## src/rtl/ll_pkg.sv

```systemverilog
// Shared constants, width helpers and the per-entry event bundle
// for the LL/SC reservation monitor.
package ll_pkg;

  localparam int unsigned MAX_ADDR_W = 64;

  typedef struct packed {
    logic kill;
    logic set;
    logic clr;
  } entry_ev_t;

  function automatic int unsigned ch_width(input int unsigned n);
    return (n > 1) ? $clog2(n) : 1;
  endfunction

  function automatic int unsigned tmr_width(input int unsigned t);
    return (t == 0) ? 1 : $clog2(t + 1);
  endfunction

  function automatic logic [MAX_ADDR_W-1:0] granule(input logic [MAX_ADDR_W-1:0] addr,
                                                    input int unsigned lsb);
    return addr >> lsb;
  endfunction

endpackage

```

## src/rtl/ll_entry.sv

```systemverilog
// One channel's link reservation: valid bit, granule tag and lifetime timer.
// Event priority: kill > set > clear > timeout.
module ll_entry
  import ll_pkg::*;
#(
  parameter int unsigned TAG_W   = 28,
  parameter int unsigned TIMEOUT = 255,
  localparam int unsigned TMR_W  = tmr_width(TIMEOUT)
) (
  input  logic             clk,
  input  logic             rst_n,
  input  entry_ev_t        ev,
  input  logic [TAG_W-1:0] set_tag,
  output logic             valid,
  output logic [TAG_W-1:0] tag
);

  logic [TMR_W-1:0] timer;

  always_ff @(posedge clk or negedge rst_n) begin
    if (!rst_n) begin
      valid <= 1'b0;
      tag   <= '0;
      timer <= '0;
    end else if (ev.kill) begin
      valid <= 1'b0;
    end else if (ev.set) begin
      valid <= 1'b1;
      tag   <= set_tag;
      timer <= TMR_W'(TIMEOUT);
    end else if (ev.clr) begin
      valid <= 1'b0;
    end else if ((TIMEOUT != 0) && valid) begin
      // Timer reaching 1 at an edge ends the lifetime exactly TIMEOUT edges after the LL.
      if (timer == TMR_W'(1)) valid <= 1'b0;
      else                    timer <= timer - TMR_W'(1);
    end
  end

endmodule

```

## src/rtl/ll_monitor.sv

```systemverilog
// LL/SC reservation monitor: per-channel reservations, store snooping,
// and a registered SC pass/fail result.
module ll_monitor
  import ll_pkg::*;
#(
  parameter int unsigned NUM_CH   = 2,
  parameter int unsigned ADDR_W   = 32,
  parameter int unsigned GRAN_LSB = 4,
  parameter int unsigned TIMEOUT  = 255,
  localparam int unsigned CH_W    = ch_width(NUM_CH)
) (
  input  logic              clk,
  input  logic              rst_n,
  input  logic              ll_valid,
  input  logic [CH_W-1:0]   ll_ch,
  input  logic [ADDR_W-1:0] ll_addr,
  input  logic              sc_valid,
  input  logic [CH_W-1:0]   sc_ch,
  input  logic [ADDR_W-1:0] sc_addr,
  input  logic              st_valid,
  input  logic [CH_W-1:0]   st_ch,
  input  logic [ADDR_W-1:0] st_addr,
  input  logic [NUM_CH-1:0] excep,
  output logic              sc_ok_valid,
  output logic              sc_ok,
  output logic [NUM_CH-1:0] llbit_o
);

  localparam int unsigned TAG_W = ADDR_W - GRAN_LSB;

  function automatic logic [TAG_W-1:0] tag_of(input logic [ADDR_W-1:0] addr);
    logic [MAX_ADDR_W-1:0] wide;
    wide = '0;
    wide[ADDR_W-1:0] = addr;
    return TAG_W'(granule(wide, GRAN_LSB));
  endfunction

  logic [TAG_W-1:0]  ll_tag, sc_tag, st_tag;
  logic              st_in;
  logic [NUM_CH-1:0] valid;
  logic [TAG_W-1:0]  tags [NUM_CH];

  assign ll_tag = tag_of(ll_addr);
  assign sc_tag = tag_of(sc_addr);
  assign st_tag = tag_of(st_addr);
  assign st_in  = (32'(st_ch) < NUM_CH);

  for (genvar g = 0; g < NUM_CH; g++) begin : g_ch
    entry_ev_t ev;
    always_comb begin
      ev      = '0;
      ev.kill = excep[g];
      ev.set  = ll_valid && (ll_ch == CH_W'(g));
      // Another channel's store into this reservation's granule breaks the link.
      ev.clr  = (sc_valid && (sc_ch == CH_W'(g))) ||
                (st_valid && st_in && (st_ch != CH_W'(g)) && valid[g] && (tags[g] == st_tag));
    end

    ll_entry #(
      .TAG_W   (TAG_W),
      .TIMEOUT (TIMEOUT)
    ) u_entry (
      .clk     (clk),
      .rst_n   (rst_n),
      .ev      (ev),
      .set_tag (ll_tag),
      .valid   (valid[g]),
      .tag     (tags[g])
    );
  end

  logic             sel_v, sel_ex, sc_pass;
  logic [TAG_W-1:0] sel_tag;

  // Out-of-range sc_ch selects nothing, so the SC fails.
  always_comb begin
    sel_v   = 1'b0;
    sel_ex  = 1'b0;
    sel_tag = '0;
    for (int unsigned c = 0; c < NUM_CH; c++) begin
      if (sc_ch == CH_W'(c)) begin
        sel_v   = valid[c];
        sel_ex  = excep[c];
        sel_tag = tags[c];
      end
    end
    sc_pass = sel_v && (sel_tag == sc_tag) && !sel_ex &&
              !(st_valid && st_in && (st_ch != sc_ch) && (st_tag == sel_tag));
  end

  always_ff @(posedge clk or negedge rst_n) begin
    if (!rst_n) begin
      sc_ok_valid <= 1'b0;
      sc_ok       <= 1'b0;
    end else begin
      sc_ok_valid <= sc_valid;
      sc_ok       <= sc_valid && sc_pass;
    end
  end

  assign llbit_o = valid;

endmodule

```

## config.mk

```make
export PLATFORM = sky130hd
export DESIGN_NAME = ll_monitor
export DESIGN_NICKNAME = d
export VERILOG_FILES = /design/src/rtl/ll_pkg.sv /design/src/rtl/ll_entry.sv /design/src/rtl/ll_monitor.sv
export SDC_FILE = /design/constraint.sdc
export NUM_CORES = 1
export LEC_CHECK = 0
export CAP_MARGIN = 20
export CORE_MARGIN = 10
export CORE_UTILIZATION = 46
export DETAILED_ROUTE_END_ITERATION = 7
export PLACE_DENSITY = 0.78
export SLEW_MARGIN = 0
export SYNTH_ARGS = -nofsm -noshare
export SYNTH_HDL_FRONTEND = slang
export SYNTH_SLANG_ARGS = --single-unit
export TNS_END_PERCENT = 100
```

## constraint.sdc

```tcl
create_clock -name clk -period 2.15 [get_ports clk]
set_clock_uncertainty 0.15 [all_clocks]
set_input_delay 0.215 -clock clk [delete_from_list [all_inputs] [get_ports clk]]
set_output_delay 0.215 -clock clk [all_outputs]
set_load 0.05 [all_outputs]
```

==> results by group, run 1 <==
Critical path
  – Setup slack, reg-to-reg: -0.15 ns
  – Worst EP required: around 2.2 ns
  – Crit path capture type: flop
  – Critical Path Slowest Stage Cell: or3b_2
  – Startpoint Class: flop
  – Critical path fanouts, max: 5
  – CP peak stage delay: 0.43 ns
  – Worst path arrival time: 2.38 ns
  – Crit Path Category: reg -> reg
  – Cell Chain, Critical Path: xor2_1 > nor4_1 > buf_4 > nand4_1 > o2111ai_1 > nor2_1 > or3b_2

Placed design
  – Placement Setup Slack: -0.435 ns
  – Area of placed instances: 6510 um2
  – Number of port buffers: 97
  – Gpl congestion: 0.955
  – HPWL Detailed: 11.7 mm

Routing
  – DR DRC count: 0
  – Final ANT Viol Nets: 0
  – Vias: ~4.3k
  – Post-DR wirelength/cell: 18.8 um
  – TritonRoute pass-1 iters: 5
  – Avg Vias per Cell: 5.32
  – Iteration-0 DRC Markers: between 200 and 250
  – DRT Wirelength: 15.2 mm

Synth
  – Syn. warnings: 0
  – Flop and latch count out of synthesis: 76
  – Share of the synthesized area in the top cell type: 0.401
  – Post-Synthesis Net Count: 587
  – Synth area leader: dfrtp_1
  – Mean Syn Cell Area: 9.94 um2
  – Sequential area share after synthesis: 0.401
  – Gate Count Post-Synth: 477
  – Synth cell types: 41
  – Top cells by area, synth: dfrtp_1 (40%), xnor2_1 (12%), xor2_1 (9.1%), nand2_1 (7.4%), mux2_2 (6.7%)
  – Mapped cell area: about 4700 um2

Finish
  – Antenna Cells: 0
  – Final Instance Area: 7010 um2
  – Area Growth Syn to Fin: 47.9%
  – Net count, final: 777
  – Final core occ: 0.688
  – Layout cells sized above 1: 0.274

Global routing
  – Grt ovf: 0
  – First-pass GRT wire length: roughly 23 mm
  – M1 GR Usage: 0.255
  – Total track usage: 0.202
  – Initial antenna violation count: 0
  – Busiest layer in global routing: met2
  – M2 GR Usage: 0.332
  – Largest net degree at the start of global routing: 53
  – Met3 Track Usage GR: 0.0368
  – Vias in the first global route: between 4k and 5k

Pwr
  – Overall Power: a little under 5 mW
  – Pwr Density: 691 nW/um2
  – Flop pwr share: 0.382
  – Leak pwr: between 2 and 3 nW
  – Switching Share: 0.311
  – Int Power: 3.34 mW
  – Combinational power share: 0.341
  – Net Sw Power: 1.50 mW
  – Peak VDD IR: between 300 and 400 uV
  – Clk pwr share: 0.277

Timing
  – RSZ-0062 raised after global routing: true
  – Max transition margin: 0.666
  – Slew @ Worst Pin: 0.499 ns
  – Setup ws final: -0.154 ns
  – Fin. max-slew vios: 0
  – Final setup viols: 7
  – Hold Vio Cnt, Final: 0
  – Fmax: 434 MHz
  – Post-layout min period: around 2.3 ns
  – Final period util: 1.07

Clock network
  – H-tree Lvls: 3
  – Clock transition at path regs: around 0.080 ns
  – Root buffer cell: clkbuf_8
  – Clock latency on the worst-skew pair: 0.36 ns
  – CTS tree: built
  – CTS Sinks: 76
  – CTS buffer count: 9
  – Clock Path Buffers: 2

Floorplanning
  – Die area: 14800 um2
  – Die span in x: 122 um
  – Initial Utilization: 0.465
  – Rows: 37
  – Core footprint: 10200 um2
  – DIE HEIGHT: between 100 and 150 um
  – Ports: between 100 and 150

Flow run
  – Max-cap check violation count: 0

Run status
  – Run status: complete, but fails checks
  – Violated checks: setup timing

Min path
  – Worst Hold Class: in -> async
timing repair:
action	in CTS	in global routing
buffers inserted	3	5
resized for setup	7	27
endpoints found under the hold margin	64	0
setup endpoints to repair	15	19
hold buffers	1	0
pin swaps	5	16
registers in the layout, indices dropped and copies added (netlist names):
register            flops
g_ch.u_entry.tag       56
sc_ok                   1
g_ch.u_entry.valid      2
g_ch.u_entry.timer     16
sc_ok_valid             1
layer usage:
metal / routed length, um / share of wire
met2: 7360 / 0.48
met3: 943 / 0.062
met4: 359 / 0.024
met5: 0 / 0
met1: 6520 / 0.43
placed cells by master, fill, tap and decap left out, types with 9 or more instances in the layout:
| master | n |
|---|---|
| nand2_1 | 94 |
| clkdlybuf4s50_1 | 94 |
| buf_4 | 92 |
| dfrtp_1 | 74 |
| xnor2_1 | 59 |
| xor2_1 | 49 |
| mux2_2 | 28 |
| mux2i_1 | 18 |
| nand4_1 | 15 |
| nor4_2 | 12 |
| o21ai_0 | 10 |
| clkbuf_8 | 10 |
| nor2_1 | 9 |
power groups by stage:
stage,clock [mW],sequential (mW),combinational (mW)
global placement,0,1.85,1.48
floorplan,0,1.82,0.790
detailed placement,0,1.86,1.52
CTS,1.34,1.84,1.56
finish,1.34,1.85,1.65
global route,1.40,1.87,1.78
cell families after synthesis:
group                      Yosys count  share of synthesized area
and+or+nand+nor                    175                      0.176
xor gates and xnor gates           112                      0.207
DFF                                 76                      0.401
muxes                               57                      0.134
AOI/OAI and AO/OA                   32                     0.0462
buffers and inverters               21                     0.0251
adders and majority gates            4                     0.0106
worst max-delay path, delay by kind of cell, from the launching register on:
kind,cells,cell delay (ns)
xor+xnor,1,0.16
flops,1,0.40
compound gates,1,0.30
simple gates,4,1.00
buf+inv,1,0.17
layout make-up:
type	count	area (um2)
repair buffers	195	1770
multi-input cells	380	2910
well taps	136	170
flip-flops and latches	76	1900
fillers	761	3170
clock buffers	11	141
inverters	5	18.8
clock inverters	4	97.6
path summary, 6_finish.rpt:
path / endpoint / depth (start not counted) / startpoint
max: g_ch[1].u_entry.timer[7]$_DFFE_PN0P_ / 7 / g_ch[1].u_entry.tag[16]$_DFFE_PN0P_
min: g_ch[0].u_entry.tag[19]$_DFFE_PN0P_ / 2 / rst_n
max reg2reg: g_ch[1].u_entry.timer[7]$_DFFE_PN0P_ / 7 / g_ch[1].u_entry.tag[16]$_DFFE_PN0P_
min reg2reg: g_ch[0].u_entry.tag[0]$_DFFE_PN0P_ / 2 / g_ch[0].u_entry.tag[0]$_DFFE_PN0P_
max in group asynchronous: g_ch[1].u_entry.tag[16]$_DFFE_PN0P_ / 3 / rst_n
min in group clk: g_ch[0].u_entry.tag[7]$_DFFE_PN0P_ / 3 / ll_addr[11]
cells in the mapped netlist, drive strengths merged:
library cell / number
nor2b: 3
and3: 3
ha: 4
clkbuf: 10
o211ai: 2
nor3: 7
and2: 1
dfrtp: 76
mux2i: 29
or3b: 4
xnor2: 63
a31oi: 3
a21oi: 6
nor2: 11
inv: 5
nor4b: 1
nand4: 15
o21ai: 11
nand2: 94
a311oi: 1
nor4: 19
or3: 1
o2111ai: 2
xor2: 49
a41oi: 1
nand3: 5
nand2b: 6
o22a: 1
a2bb2oi: 1
buf: 6
or2: 3
a221oi: 1
a211oi: 2
o41a: 1
mux2: 28
and4: 2
metrics by stage:
stage	hold WS, ns	setup TNS, ns	instances
finish	0.164	-0.791	807
global route	0.195	-1.80	807
CTS	0.165	-0.611	802
detailed placement	-0.00652	-6.68	783
global placement	-0.00992	-6.07	783
floorplan	-0.231	0	477
No activity file was read; power rests on OpenSTA's default activity.
==> run 2: changes to the inputs <==
Settings changed: PLACE_DENSITY 0.78 to 0.86, SETUP_SLACK_MARGIN set to 0.3.
==> run 2 against run 1 <==
Against the previous run:
- the run still ends with setup timing left
- fmax shrank 8.7%
- design area grew 4.6%
- critical path depth grew 1
- power grew 3.8%
- critical endpoint is now g_ch[1].u_entry.timer[5]$_DFFE_PN0P_
==> results by group, run 2 (same netlist as run 1, synthesis figures left out) <==
Run status
  – Run status: complete, but fails checks
  – Violated checks: setup timing

Critical path
  – End of the critical path: g_ch[1].u_entry.timer[5]$_DFFE_PN0P_
  – CP peak stage delay: 0.42 ns
  – Reg2Reg Depth: 8
  – Cell Chain, Critical Path: xor2_1 > nor4_2 > buf_4 > nand4_1 > o211ai_1 > buf_4 > nor3_2 > or3b_1
  – Setup slack, reg-to-reg: -0.37 ns
  – Worst path arrival time: approximately 2.6 ns
  – Critical Path Slowest Stage Cell: dfrtp_1
  – Worst EP required: approximately 2.2 ns
  – Cell repeated most along the worst path: buf_4
  – R2R Path End: g_ch[1].u_entry.timer[5]$_DFFE_PN0P_
  – CP startpoint: g_ch[1].u_entry.tag[7]$_DFFE_PN0P_
  – Crit Path Category: reg -> reg
  – Critical path fanouts, max: 5
  – Startpoint Class: flop
  – Worst R2R Start: g_ch[1].u_entry.tag[7]$_DFFE_PN0P_
  – Crit path capture type: flop

Clock network
  – CTS Sinks: 76
  – H-tree Lvls: 3
  – Clock latency on the worst-skew pair: ~0.36 ns
  – Clock transition at path regs: approximately 0.09 ns
  – CTS buffer count: 9
  – Root buffer cell: clkbuf_8
  – Clock Path Buffers: 2
  – CTS tree: built

Global routing
  – First-pass GRT wire length: 25.7 mm
  – Total track usage: 0.221
  – M1 GR Usage: 0.266
  – Initial antenna violation count: 0
  – Busiest layer in global routing: met2
  – Grt ovf: 0
  – Largest net degree at the start of global routing: 44
  – M2 GR Usage: 0.380
  – Met3 Track Usage GR: 0.0498
  – Vias in the first global route: 4867

Routing
  – TritonRoute pass-1 iters: 5
  – DR DRC count: 0
  – DRT Wirelength: 16.4 mm
  – Post-DR wirelength/cell: around 20 um
  – Iteration-0 DRC Markers: 291
  – Avg Vias per Cell: 5.53
  – Final ANT Viol Nets: 0
  – Vias: 4518

Timing
  – Final period util: 1.17
  – Final setup viols: 8
  – Final hold slack: 0.197 ns
  – Slew @ Worst Pin: 0.505 ns
  – Post-layout min period: 2.52 ns
  – Hold Vio Cnt, Final: 0
  – RSZ-0062 raised after global routing: true
  – Setup ws final: -0.375 ns
  – Fin. max-slew vios: 0
  – Max transition margin: 0.664
  – Fmax: 396 MHz

Finish
  – Final core occ: 0.720
  – Top Registers: g_ch.u_entry.tag (56), g_ch.u_entry.timer (16), g_ch.u_entry.valid (2)
  – Antenna Cells: 0
  – Layout Cells excl Fill: 817
  – Most frequent cells in the layout: buf_4 (95), nand2_1 (93), clkdlybuf4s50_1 (87)
  – Layout cells sized above 1: 0.326
  – Max FFs per register: 56
  – Net count, final: 786
  – Top reg by flops: g_ch.u_entry.tag
  – Most common cell after layout, fill and taps aside: buf_4
  – Area Growth Syn to Fin: 54.7%

Pwr
  – Clk pwr share: 0.282
  – Leak pwr: 3.14 nW
  – Overall Power: around 5 mW
  – Peak VDD IR: 401 uV
  – Switching Share: 0.319
  – Flop pwr share: 0.371
  – Combinational power share: 0.347
  – Pwr Density: 685 nW/um2
  – Int Power: 3.42 mW
  – Net Sw Power: 1.60 mW

Placed design
  – Number of port buffers: 97
  – Gpl congestion: between 0.9 and 1
  – Placed cell count: 784
  – HPWL Detailed: 11.9 mm

Floorplanning
  – DIE HEIGHT: roughly 120 um
  – Rows: 37
  – Die span in x: 122 um
  – Die area: roughly 15000 um2
  – Initial Utilization: 0.465
  – Ports: 110
  – Core footprint: a little over 10000 um2

Flow run
  – Max-cap check violation count: 0

Min path
  – Worst Hold Class: in -> async
## run 2: worst min path at each step
stage               startpoint                                  to  slack [ns]  cells after the start
CTS                      rst_n  g_ch[0].u_entry.tag[0]$_DFFE_PN0P_        0.20                      2
detailed placement       rst_n  g_ch[0].u_entry.tag[0]$_DFFE_PN0P_        0.05                      1
finish                   rst_n  g_ch[0].u_entry.tag[0]$_DFFE_PN0P_        0.20                      2
floorplan                rst_n  g_ch[0].u_entry.tag[0]$_DFFE_PN0P_       -0.23                      0
global route             rst_n  g_ch[0].u_entry.tag[0]$_DFFE_PN0P_        0.25                      2
global placement         rst_n  g_ch[1].u_entry.tag[0]$_DFFE_PN0P_        0.05                      1
## run 2: critical path: cells and delay by family (launching register included)
family / cells / cell delay, ns
xor gates and xnor gates: 1 / 0.16
buffers and inverters: 2 / 0.36
DFF: 1 / 0.42
AOI/OAI and AO/OA: 1 / 0.38
and+or+nand+nor: 4 / 0.92
## run 2: metal layers
metal | vias up | routed length [um] | part of all wire
met2 | 192 | 8380 | 0.51
met5 | - | 0 | 0
li1 | 2039 | - | -
met3 | 35 | 1140 | 0.069
met4 | 0 | 388 | 0.024
met1 | 2252 | 6510 | 0.40
## run 2: through the flow
stage | area, um2 | TNS [ns] | worst slack [ns]
2_1_floorplan | 4830 | 0 | 0.190
3_3_place_gp | 6610 | -5.74 | -0.488
3_5_place_dp | 6610 | -6.44 | -0.570
4_1_cts | 7200 | -0.622 | -0.144
5_1_grt | 7330 | -2.27 | -0.443
6_report | 7330 | -1.38 | -0.375
## run 2: repair_timing
item	CTS	global route
endpoints found under the hold margin	33	0
cloned	1	0
hold buffers	1	0
gates resized for setup	52	23
setup endpoints to repair	23	19
pin swaps	34	18
buffers inserted	9	6
## run 2: cell type report
class,count,area [um2]
tap,136,170
fill,648,2850
multi-input combinational,381,3140
sequential,76,1910
clock buffer,12,155
inverter,5,18.8
timing repair buffer,203,1850
clock inverter,4,95.1
## run 2: power by group through the flow
| stage | clock, mW | sequential (mW) | combinational [mW] |
|---|---|---|---|
| after floorplan | 0 | 1.82 | 0.807 |
| after global placement | 0 | 1.84 | 1.52 |
| after detailed placement | 0 | 1.86 | 1.56 |
| after CTS | 1.42 | 1.85 | 1.69 |
| after global routing | 1.47 | 1.89 | 1.86 |
| final | 1.42 | 1.86 | 1.75 |
==> RTL change 1: new RTL, config.mk and constraints of run 2 <==
Register the input `st_addr` before use. The logic sees it one clock later. The other inputs are not delayed to match.
--- a/src/rtl/ll_monitor.sv
+++ b/src/rtl/ll_monitor.sv
@@ -29,4 +29,10 @@
   localparam int unsigned TAG_W = ADDR_W - GRAN_LSB;
 
+  logic [ADDR_W-1:0] st_addr_q;
+
+  always_ff @(posedge clk) begin
+    st_addr_q <= st_addr;
+  end
+
   function automatic logic [TAG_W-1:0] tag_of(input logic [ADDR_W-1:0] addr);
     logic [MAX_ADDR_W-1:0] wide;
@@ -43,5 +49,5 @@
   assign ll_tag = tag_of(ll_addr);
   assign sc_tag = tag_of(sc_addr);
-  assign st_tag = tag_of(st_addr);
+  assign st_tag = tag_of(st_addr_q);
   assign st_in  = (32'(st_ch) < NUM_CH);
 
Check against the original RTL: not equivalent (Yosys sat finds a counterexample within 4 cycles, from zero or initial values and one cycle with rst_n low).
==> RTL change 1 against run 2 <==
Global-route usage down 2.3 points. Total power up 8.9%. Worst setup slack better by 360 ps. Routed wire length up 1.4%. Critical path type unchanged. Largest cell class unchanged. Largest power group unchanged. First-iteration DRC count up 44%. Die area up 10%. Non-clock buffer count down 42. Clock power up 6%. The flow still finishes with violations (setup timing). Maximum frequency up 17%. Area after synthesis up 12%. Final area up 3.0%. Worst hold slack worse by 52 ps. Sequential cell count up 28.
==> RTL change 1: results <==
group,metric,value,unit
place,place_hpwl,11.8,mm
grt,grt_pass1_vias,5048,
cts,clk_pin_slew,70,ps
run_status,violations,"setup timing",
synthesis,async_reset_ff_frac,0.731,
detailed_routing,drt-initial-drc-count,419,
cts,ctsResizeCount,45,
grt,grt_usage,0.199,
detailed_routing,vias_per_cell,5.51,
run_status,status,"finished with violations",
hold_path,worst_hold_path_type,"in -> reg",
critical_path,worstPathMaxFanout,14,
place,gp_congestion,0.922,
place,dp_slack,-388,ps
timing,fin_ws,-12.6,ps
timing,finalSetupViolations,1,
layout,nets,824,
critical_path,cp.arrival,2260,ps
synthesis,seq_area_frac_synth,0.463,
synthesis,synth_cell_types,42,
layout,largest_registers,"g_ch.u_entry.tag: 56 flops, st_addr_q: 28 flops, g_ch.u_entry.timer: 16 flops",
synthesis,yosys-top-cells-area,"dfrtp_1, nand2_1, dfxtp_1",
grt,grt_max_degree,77,
power,p_leak,0.00331,uW
grt,grt_util_met2,0.340,
grt,grt_first_pass_wirelength,25.7,mm
grt,grt_use_met3,0.0443,
power,ir_worst_vdd,0.000550,V
layout,layout-drive-gt1-share,0.207,
synthesis,synthTopCellsByCount,"nand2_1, dfrtp_1, xnor2_1",
power,switchingPower,1720,uW
-- RTL change 1: changes by cell type after synthesis, sizes merged, moves of 4 or more --
cell and change:
xor2 +6, nand2b -4, or3 +6, dfxtp +28, xnor2 -6, nand2 +84, or3b -4, mux2 -28
-- RTL change 1: per-stage QoR --
stage | hold WS [ps] | cells | setup TNS [ps] | area (um^2)
6_report | 146 | 862 | -12.6 | 7550
5_1_grt | 137 | 862 | -310 | 7550
4_1_cts | 139 | 859 | -18.4 | 7310
3_5_place_dp | 134 | 838 | -670 | 6840
3_3_place_gp | 130 | 838 | -475 | 6840
2_1_floorplan | -231 | 564 | 0 | 5340
-- RTL change 1: final cells by class --
cell class | instances | area [um^2]
multi-input combinational | 431 | 3090
inverter | 7 | 26.3
fill | 800 | 3820
tap | 143 | 179
timing repair buffer | 161 | 1540
sequential | 104 | 2460
clock buffer | 12 | 236
clock inverter | 4 | 22.5
-- RTL change 1: worst paths after layout --
path	start	to	slack [ps]	cells past startpoint
worst max-delay path	g_ch[1].u_entry.timer[4]$_DFFE_PN0P_	g_ch[1].u_entry.timer[0]$_DFFE_PN0P_	-10	7
worst min-delay path	st_addr[28]	st_addr_q[28]$_DFF_P_	150	1
worst max register to register	g_ch[1].u_entry.timer[4]$_DFFE_PN0P_	g_ch[1].u_entry.timer[0]$_DFFE_PN0P_	-10	7
worst min register to register	g_ch[1].u_entry.tag[15]$_DFFE_PN0P_	g_ch[1].u_entry.tag[15]$_DFFE_PN0P_	380	2
max in group asynchronous	rst_n	g_ch[1].u_entry.tag[7]$_DFFE_PN0P_	1240	3
min in group asynchronous	rst_n	g_ch[0].u_entry.timer[2]$_DFFE_PN0P_	260	3
-- RTL change 1: worst max-delay path, cell delays in order (launching register included) --
cell     delay [ps]
dfrtp_1         380
or3_4           390
or3_4           350
o311a_4         320
o21ai_4          70
buf_12          150
nand2_4          50
o22a_1          190
-- RTL change 1: cells by family (layout without fill, tap and decap cells) --
logic type,Yosys count,in the layout,share of synthesized area
DFF,104,104,0.463
and+or+nand+nor,257,257,0.218
muxes,29,29,0.0546
adders and majority gates,4,4,0.00941
buffers and inverters,29,184,0.0318
xor gates and xnor gates,112,112,0.185
AOI/OAI and AO/OA,29,29,0.0388
-- RTL change 1: power by group through the flow --
stage          combinational [uW]  sequential (uW)  clock (uW)
3_5_place_dp                 1320             2430           0
4_1_cts                      1400             2400        1510
6_report                     1530             2430        1510
2_1_floorplan                 735             2390           0
5_1_grt                      1650             2460        1580
3_3_place_gp                 1280             2420           0
-- RTL change 1: routing by layer --
layer | share of wire | vias up | wire (um)
li1 | - | 2158 | -
met1 | 0.40 | 2347 | 6690
met2 | 0.50 | 195 | 8350
met3 | 0.063 | 53 | 1040
met4 | 0.034 | 0 | 563
met5 | 0 | - | 0
==> RTL change 2: new RTL, config.mk and constraints of run 2 <==
Without the edit above. The parameter `GRAN_LSB` goes from 4 to 8.
--- a/src/rtl/ll_monitor.sv
+++ b/src/rtl/ll_monitor.sv
@@ -6,5 +6,5 @@
   parameter int unsigned NUM_CH   = 2,
   parameter int unsigned ADDR_W   = 32,
-  parameter int unsigned GRAN_LSB = 4,
+  parameter int unsigned GRAN_LSB = 8,
   parameter int unsigned TIMEOUT  = 255,
   localparam int unsigned CH_W    = ch_width(NUM_CH)
Behaviour: not the same (Yosys sat finds a counterexample within 4 cycles, from zero or initial values and one cycle with rst_n low).
==> RTL change 2 against run 2 <==
Final cell count shrank 14%. Routed wire length fell by 12%. Synthesized cell count shrank 11%. The flow still finishes with violations (setup timing). Final area fell by 14%. Total power down 17%. Maximum frequency increased by 15%. Sequential cell count down 8. Critical path type unchanged. Worst setup slack better by 330 ps. Area after synthesis is 11% lower. Critical path depth decreased by 2. Largest power group unchanged. Count of clock-buffer cells in the layout grew 2.
==> RTL change 2: results <==
group,metric,value,unit
grt,grt_first_pass_wirelength,22.2,mm
timing,holdWs,251,ps
timing,finalSetupViolations,4,
grt,grt_util_met2,0.369,
power,pwr-share-clk,0.245,
synthesis,synth_adder_area_share,0.0119,
layout,largest_registers,"g_ch.u_entry.tag: 48 flops, g_ch.u_entry.timer: 16 flops, g_ch.u_entry.valid: 2 flops",
critical_path,worstPathMaxFanout,3,
synthesis,avgSynthCellArea,9.92,um^2
timing,setup_tns,-129,ps
grt,grtUsageMet1,0.245,
detailed_routing,wl_met2,7.30,mm
power,p_leak,0.00276,uW
detailed_routing,drt-initial-drc-count,237,
power,powerDensity,663,mW/mm^2
layout,fillers,597,
place,dp_slack,-345,ps
run_status,status,"finished with violations",
synthesis,seq_area_frac_synth,0.403,
critical_path,r2r_start,"g_ch[1].u_entry.tag[4]$_DFFE_PN0P_",
place,io_buffers,85,
synthesis,synth_xor_area_frac,0.206,
grt,grt_pass1_vias,4357,
synthesis,synth_compound_area_frac,0.0501,
grt,grt_usage,0.211,
layout,nets,704,
timing,tightestPinTransition,544,ps
power,pg_comb,1490,uW
run_status,violations,"setup timing",
grt,grt_use_met3,0.0486,
timing,fin_ws,-47.4,ps
synthesis,synth_fp_nets,535,
critical_path,cp-endpoint,"g_ch[1].u_entry.timer[7]$_DFFE_PN0P_",
place,postPlaceCellArea,0.00578,mm^2
==> RTL change 2: cell types whose count changed after synthesis, moves of 4 or more <==
cell / run 2 / this run
xor2_1: 49 / 54
o21ai_0: 11 / 1
dfrtp_1: 76 / 68
xnor2_1: 63 / 45
nor4_1: 19 / 13
nand2_1: 94 / 84
mux2_2: 28 / 24
==> RTL change 2: final cells by class <==
cell class                 count  area share
clock buffer                  14      0.0290
clock inverter                 1    0.000795
timing repair buffer         172       0.249
multi-input combinational    335       0.425
sequential                    68       0.270
inverter                       8     0.00477
tap                          108      0.0215
==> RTL change 2: timing repair <==
item / in CTS / in global routing
endpoints found under the hold margin: 21 / 0
hold buffers: 1 / 0
setup endpoints to repair: 22 / 20
buffers inserted: 8 / 1
pin swaps: 24 / 15
resized for setup: 27 / 20
gates cloned: 1 / 0
==> RTL change 2: worst max-delay path: stages, from the launching register on <==
cell and delay [ps]:
dfrtp_1 420, xor2_1 170, nor4_1 440, nand3_1 210, o2111ai_2 240, nor2_1 70
or3b_4 370
